### src/rtl/demux_seq_if.sv
// Demux bundle: one upstream beat channel fanned out to CHANNELS one-entry outputs.
// Carries the upstream handshake, select/mode controls and all per-channel outputs.
// The slave side is the demux; the master side is whoever feeds and drains it.
interface demux_seq_if #(
  parameter int WIDTH    = 1,
  parameter int CHANNELS = 8,
  parameter int SEL_W    = $clog2(CHANNELS)
);
  logic                      in_valid;
  logic                      in_ready;
  logic [WIDTH-1:0]          in_data;
  logic [SEL_W-1:0]          sel;
  logic                      mode;
  logic [CHANNELS-1:0]       out_valid;
  logic [CHANNELS-1:0]       out_ready;
  logic [CHANNELS*WIDTH-1:0] out_data;
  logic [SEL_W-1:0]          ptr;
  logic                      sel_err;

  modport master (
    output in_valid, in_data, sel, mode, out_ready,
    input  in_ready, out_valid, out_data, ptr, sel_err
  );

  modport slave (
    input  in_valid, in_data, sel, mode, out_ready,
    output in_ready, out_valid, out_data, ptr, sel_err
  );
endinterface

### src/rtl/demux_seq.sv
// Sequential demux: routes each accepted beat to a manually selected or round-robin channel.
// Latency 1 cycle from accept to out_valid; each channel holds one beat.
// in_ready drops only when the target channel is full and not draining; out-of-range beats are dropped.
module demux_seq #(
  parameter int WIDTH    = 1,
  parameter int CHANNELS = 8,
  parameter int SEL_W    = $clog2(CHANNELS)
) (
  input logic        clk,
  input logic        reset,
  demux_seq_if.slave bus
);

  logic [SEL_W-1:0]          tgt;
  logic [SEL_W-1:0]          ptr_q;
  logic [CHANNELS-1:0]       hit;
  logic [CHANNELS-1:0]       vld_q;
  logic [CHANNELS*WIDTH-1:0] dat_q;
  logic                      in_range;
  logic                      busy;
  logic                      accept;
  logic                      err_q;

  // Decode the target into a one-hot channel hit; an all-zero hit means out of range.
  always_comb begin
    tgt = bus.mode ? ptr_q : bus.sel;
    hit = '0;
    for (int k = 0; k < CHANNELS; k++) begin
      hit[k] = (tgt == SEL_W'(k));
    end
  end

  assign in_range     = |hit;
  // A full target that drains this cycle can still take a new beat (full throughput).
  assign busy         = |(hit & vld_q & ~bus.out_ready);
  assign bus.in_ready = ~busy;
  assign accept       = bus.in_valid & ~busy;

  // Per-channel one-entry registers: reload wins over drain, data only changes on reload.
  always_ff @(posedge clk or posedge reset) begin
    if (reset) begin
      vld_q <= '0;
      dat_q <= '0;
    end else begin
      for (int k = 0; k < CHANNELS; k++) begin
        if (accept && hit[k]) begin
          vld_q[k]                <= 1'b1;
          dat_q[k*WIDTH +: WIDTH] <= bus.in_data;
        end else if (bus.out_ready[k]) begin
          vld_q[k] <= 1'b0;
        end
      end
    end
  end

  // Round-robin pointer advances only on auto-mode accepts; drop pulse for out-of-range beats.
  always_ff @(posedge clk or posedge reset) begin
    if (reset) begin
      ptr_q <= '0;
      err_q <= 1'b0;
    end else begin
      err_q <= accept && !in_range;
      if (accept && bus.mode) begin
        ptr_q <= (ptr_q == SEL_W'(CHANNELS-1)) ? '0 : ptr_q + SEL_W'(1);
      end
    end
  end

  assign bus.out_valid = vld_q;
  assign bus.out_data  = dat_q;
  assign bus.ptr       = ptr_q;
  assign bus.sel_err   = err_q;

endmodule

### src/flat_wrapper.sv
// flat-port wrapper written by rule: the top's interface ports become plain ports
module demux_seq_flat 
#(
  parameter int WIDTH    = 1,
  parameter int CHANNELS = 8,
  parameter int SEL_W    = $clog2(CHANNELS)
)
  (clk, reset, bus_in_valid, bus_in_data, bus_sel, bus_mode, bus_out_ready, bus_in_ready, bus_out_valid, bus_out_data, bus_ptr, bus_sel_err);
  demux_seq_if #(.WIDTH(WIDTH), .CHANNELS(CHANNELS), .SEL_W(SEL_W)) bus_i ();
  input logic clk;
  input logic reset;
  input wire logic [$bits(bus_i.in_valid)-1:0] bus_in_valid;
  input wire logic [$bits(bus_i.in_data)-1:0] bus_in_data;
  input wire logic [$bits(bus_i.sel)-1:0] bus_sel;
  input wire logic [$bits(bus_i.mode)-1:0] bus_mode;
  input wire logic [$bits(bus_i.out_ready)-1:0] bus_out_ready;
  output wire logic [$bits(bus_i.in_ready)-1:0] bus_in_ready;
  output wire logic [$bits(bus_i.out_valid)-1:0] bus_out_valid;
  output wire logic [$bits(bus_i.out_data)-1:0] bus_out_data;
  output wire logic [$bits(bus_i.ptr)-1:0] bus_ptr;
  output wire logic [$bits(bus_i.sel_err)-1:0] bus_sel_err;
  assign bus_i.in_valid = bus_in_valid;
  assign bus_i.in_data = bus_in_data;
  assign bus_i.sel = bus_sel;
  assign bus_i.mode = bus_mode;
  assign bus_i.out_ready = bus_out_ready;
  assign bus_in_ready = bus_i.in_ready;
  assign bus_out_valid = bus_i.out_valid;
  assign bus_out_data = bus_i.out_data;
  assign bus_ptr = bus_i.ptr;
  assign bus_sel_err = bus_i.sel_err;
  demux_seq #(.WIDTH(WIDTH), .CHANNELS(CHANNELS), .SEL_W(SEL_W)) u_core (.clk(clk), .reset(reset), .bus(bus_i));
endmodule
### config.mk
export PLATFORM = sky130hd
export DESIGN_NAME = demux_seq_flat
export DESIGN_NICKNAME = d
export VERILOG_FILES = /design/src/rtl/demux_seq_if.sv /design/src/rtl/demux_seq.sv /design/src/flat_wrapper.sv
export SDC_FILE = /design/constraint.sdc
export NUM_CORES = 1
export LEC_CHECK = 0
export BUFFER_PORTS_ARGS = -buffer_cell sky130_fd_sc_hd__buf_4
export CORE_UTILIZATION = 48
export CTS_BUF_LIST = sky130_fd_sc_hd__clkbuf_8 sky130_fd_sc_hd__clkbuf_16
export DETAILED_ROUTE_END_ITERATION = 7
export PLACE_DENSITY = 0.85
export SLEW_MARGIN = 20
export SYNTH_ARGS = -nofsm -noshare
export SYNTH_HDL_FRONTEND = slang
export SYNTH_SLANG_ARGS = --single-unit
export TNS_END_PERCENT = 10
### constraint.sdc
create_clock -name clk -period 2.6 [get_ports clk]
set_clock_uncertainty 0.1 [all_clocks]
set_input_delay 0.39 -clock clk [delete_from_list [all_inputs] [get_ports clk]]
set_output_delay 0.39 -clock clk [all_outputs]
set_load 0.02 [all_outputs]
==> impl_metrics.xml <==
<?xml version="1.0" encoding="UTF-8"?>
<metrics>
  <group name="outcome">
    <metric name="outcome" unit="">finished, final reports clean</metric>
  </group>
  <group name="worst_setup_path">
    <metric name="crit_path_end_kind" unit="">output port</metric>
    <metric name="worstSetupStartpointType" unit="">flip-flop</metric>
    <metric name="crit_fanout" unit="">9</metric>
    <metric name="critical_path_required" unit="ns">2.11</metric>
    <metric name="critical_path_arrival" unit="ns">1.97</metric>
    <metric name="critPathKind" unit="">reg -&gt; out</metric>
  </group>
  <group name="place">
    <metric name="place.port_buffers" unit="">36</metric>
    <metric name="finalWeightedCongestion" unit="">0.774</metric>
    <metric name="detailedPlacementHpwl" unit="um">1710</metric>
    <metric name="placed_cell_area" unit="um^2">1350</metric>
  </group>
  <group name="grt">
    <metric name="grt_max_degree" unit="">21</metric>
    <metric name="use_met1" unit="">0.276</metric>
    <metric name="grtUsageMet3" unit="">0.0280</metric>
    <metric name="gr-usage-met2" unit="">0.326</metric>
    <metric name="grt_antenna_before_repair" unit="">0</metric>
    <metric name="gr-max-usage-layer" unit="">met2</metric>
    <metric name="overflow" unit="">0</metric>
    <metric name="grt_first_pass_wirelength" unit="um">3690</metric>
    <metric name="first_global_vias" unit="">797</metric>
    <metric name="globalRouteTotalUtil" unit="">0.204</metric>
  </group>
  <group name="clock_tree">
    <metric name="cts_hold_buffers" unit="">0</metric>
    <metric name="tritoncts.num_buffers" unit="">3</metric>
    <metric name="ctsHtreeMaxLevel" unit="">1</metric>
    <metric name="clk_pin_slew" unit="ns">0.07</metric>
    <metric name="cts.path.max_buffers" unit="">2</metric>
    <metric name="tritoncts" unit="">built</metric>
    <metric name="root_buffer_master" unit="">clkbuf_8</metric>
    <metric name="numClockSinks" unit="">20</metric>
    <metric name="setup_repair_bufs_after_cts" unit="">0</metric>
    <metric name="clkLatencyLatePin" unit="ns">0.26</metric>
    <metric name="cts_resized" unit="">0</metric>
  </group>
  <group name="synthesis">
    <metric name="synth_cell_type_count" unit="">29</metric>
    <metric name="post_synth_main_area_contributors" unit="">dfrtp_1, mux2_2, nor4_1, o32ai_4, ha_1</metric>
    <metric name="ys_top_cells_by_count" unit="">dfrtp_1, mux2_2, nor4_1, nand2_1, nor2_1</metric>
    <metric name="yosysSeqAreaShare" unit="">0.475</metric>
    <metric name="yosys_most_used_dff" unit="">dfrtp_1</metric>
    <metric name="number_of_synthesized_flops_with_an_enable_pin" unit="">0</metric>
    <metric name="synth.most_common_cell" unit="">dfrtp_1</metric>
    <metric name="synth_area_per_cell" unit="um^2">12.0</metric>
    <metric name="ys_ff_latch" unit="">20</metric>
    <metric name="synthCells" unit="">88</metric>
    <metric name="asyncSetResetFlopFracSynth" unit="">1.00</metric>
    <metric name="mappedNetlistArea" unit="um^2">1050</metric>
    <metric name="synth_top_area_share" unit="">0.475</metric>
    <metric name="synthDominantAreaCellType" unit="">dfrtp_1</metric>
    <metric name="yosys_warnings" unit="">0</metric>
    <metric name="synth_fp_nets" unit="">106</metric>
  </group>
  <group name="power">
    <metric name="power.sequential.fraction" unit="">0.356</metric>
    <metric name="comb_power_share" unit="">0.432</metric>
    <metric name="p_int" unit="uW">935</metric>
    <metric name="power.density" unit="nW/um^2">1040</metric>
    <metric name="sw_frac_of_total" unit="">0.363</metric>
    <metric name="clockPowerShare" unit="">0.213</metric>
    <metric name="p_leak" unit="nW">0.666</metric>
    <metric name="power.switching" unit="uW">534</metric>
    <metric name="ir_drop" unit="uV">556</metric>
    <metric name="finalPower" unit="mW">1.47</metric>
  </group>
  <group name="layout">
    <metric name="design.final.nets" unit="">146</metric>
    <metric name="area_growth" unit="%">34.6</metric>
    <metric name="num-fill-cells" unit="">170</metric>
    <metric name="final_area" unit="um^2">1420</metric>
    <metric name="final_layout_size_suffix_gt1_frac" unit="">0.504</metric>
    <metric name="number_of_inserted_diodes" unit="">0</metric>
  </group>
  <group name="floorplanning">
    <metric name="floorplan_core_area" unit="um^2">2020</metric>
    <metric name="floorplan.io_pins" unit="">37</metric>
    <metric name="start_util" unit="">0.521</metric>
    <metric name="chip_width" unit="um">48.9</metric>
    <metric name="die-area" unit="um^2">2390</metric>
    <metric name="dieHeight" unit="um">48.9</metric>
    <metric name="floorplan.rows" unit="">16</metric>
  </group>
  <group name="routing">
    <metric name="vias" unit="">827</metric>
    <metric name="wl_per_cell" unit="um">14.1</metric>
    <metric name="postRouteWirelength" unit="um">2160</metric>
    <metric name="detailedRoute.firstIterationViolations" unit="">12</metric>
    <metric name="postRouteAntennaNets" unit="">0</metric>
    <metric name="drtPass1Iterations" unit="">4</metric>
    <metric name="vias_per_cell" unit="">5.37</metric>
    <metric name="detail_route.drc_violations" unit="">0</metric>
  </group>
  <group name="timing">
    <metric name="final_hold_violating_endpoints" unit="">0</metric>
    <metric name="setup_viol" unit="">0</metric>
    <metric name="min_period_over_period" unit="">0.948</metric>
    <metric name="tightestPinTransition" unit="ns">0.753</metric>
    <metric name="post_route_setup_tns" unit="ns">0</metric>
    <metric name="report.final.slew_viol_count" unit="">0</metric>
    <metric name="final.min_clock_period" unit="ns">2.46</metric>
    <metric name="fmax" unit="GHz">0.406</metric>
    <metric name="grt_setup_unrepaired" unit="">false</metric>
    <metric name="slew_headroom" unit="">0.497</metric>
  </group>
  <group name="flow_run">
    <metric name="max_cap_viol_count" unit="">0</metric>
  </group>
  <group name="hold_path">
    <metric name="min-delay-path-class" unit="">in -&gt; async</metric>
  </group>
</metrics>
## power groups by stage
stage / Clock [mW] / Combinational (mW) / Sequential, mW
floorplan: 0 / 0.247 / 0.652
global route: 0.328 / 0.684 / 0.540
CTS: 0.316 / 0.643 / 0.524
detailed placement: 0 / 0.643 / 0.529
finish: 0.312 / 0.634 / 0.522
global placement: 0 / 0.622 / 0.519
## flip-flops by register name, summed over array words and instances, names as in the netlist
name	count
u_core.bus.out_data	8
u_core.bus.out_valid	8
u_core.bus.ptr	3
u_core.bus.sel_err	1
## routing by layer
metal	up-vias	routed length [um]
met5	-	0
met4	0	44
met3	5	96
met2	31	1040
met1	391	981
li1	400	-
## kinds of logic after synthesis
kind of cell    synth area share
simple gates               0.205
flops                      0.475
mux                        0.148
compound gates             0.119
buf+inv                   0.0249
fa+ha+maj                 0.0237
other cells              0.00356
## per-stage QoR
stage | hold slack (ns) | util | worst slack (ns) | std cells
3_5_place_dp | 0.402 | 0.666 | 0.0660 | 150
3_3_place_gp | 0.395 | 0.666 | 0.128 | 150
6_report | 0.157 | 0.701 | 0.136 | 154
2_1_floorplan | 0.254 | - | 0.257 | 88
4_1_cts | 0.188 | 0.701 | 0.145 | 154
5_1_grt | 0.239 | 0.701 | 0.0217 | 154
## final cells by class
type | instances | area, um^2 | area share
Clock buffer | 3 | 41.3 | 0.0291
Clock inverter | 1 | 30.0 | 0.0212
Sequential cell | 20 | 500 | 0.353
Inverter | 4 | 15.0 | 0.0106
Timing Repair Buffer | 36 | 270 | 0.191
Tap cell | 27 | 33.8 | 0.0238
Multi-Input combinational cell | 63 | 527 | 0.372
## critical path, cell delays in order, from the launching register on
cell	delay (ns)
dfrtp_1	0.44
mux2i_4	0.34
mux2i_1	0.27
o221ai_2	0.24
nor3_1	0.25
buf_4	0.18
## final timing paths
check / startpoint / endpoint / slack (ns) / cells past startpoint
max: u_core.bus.ptr[2]$_DFFE_PP0P_ / bus_in_ready / 0.14 / 5
min: reset / u_core.bus.sel_err$_DFF_PP0_ / 0.16 / 2
max reg2reg: u_core.bus.ptr[2]$_DFFE_PP0P_ / u_core.bus.out_data[5]$_DFFE_PP0P_ / 0.23 / 5
min reg2reg: u_core.bus.out_data[3]$_DFFE_PP0P_ / u_core.bus.out_data[3]$_DFFE_PP0P_ / 0.42 / 1
max in group asynchronous: reset / u_core.bus.out_valid[6]$_DFFE_PP0P_ / 1.77 / 2
min in group clk: bus_in_data / u_core.bus.out_data[3]$_DFFE_PP0P_ / 0.32 / 2
## placed cells by master, fill, tap and decap left out, drive strengths merged, types with 2 or more instances in the layout
master and count:
nand2 5, nand2b 4, mux2i 2, buf 36, inv 4, nor2b 3, nor3 2, or2 3
a21o 2, o21ai 3, and3b 2, mux2 11, clkbuf 3, nor2 5, dfrtp 20, nor4 7
nor3b 2, ha 2, o32ai 2
No activity file was read; power rests on OpenSTA's default activity.
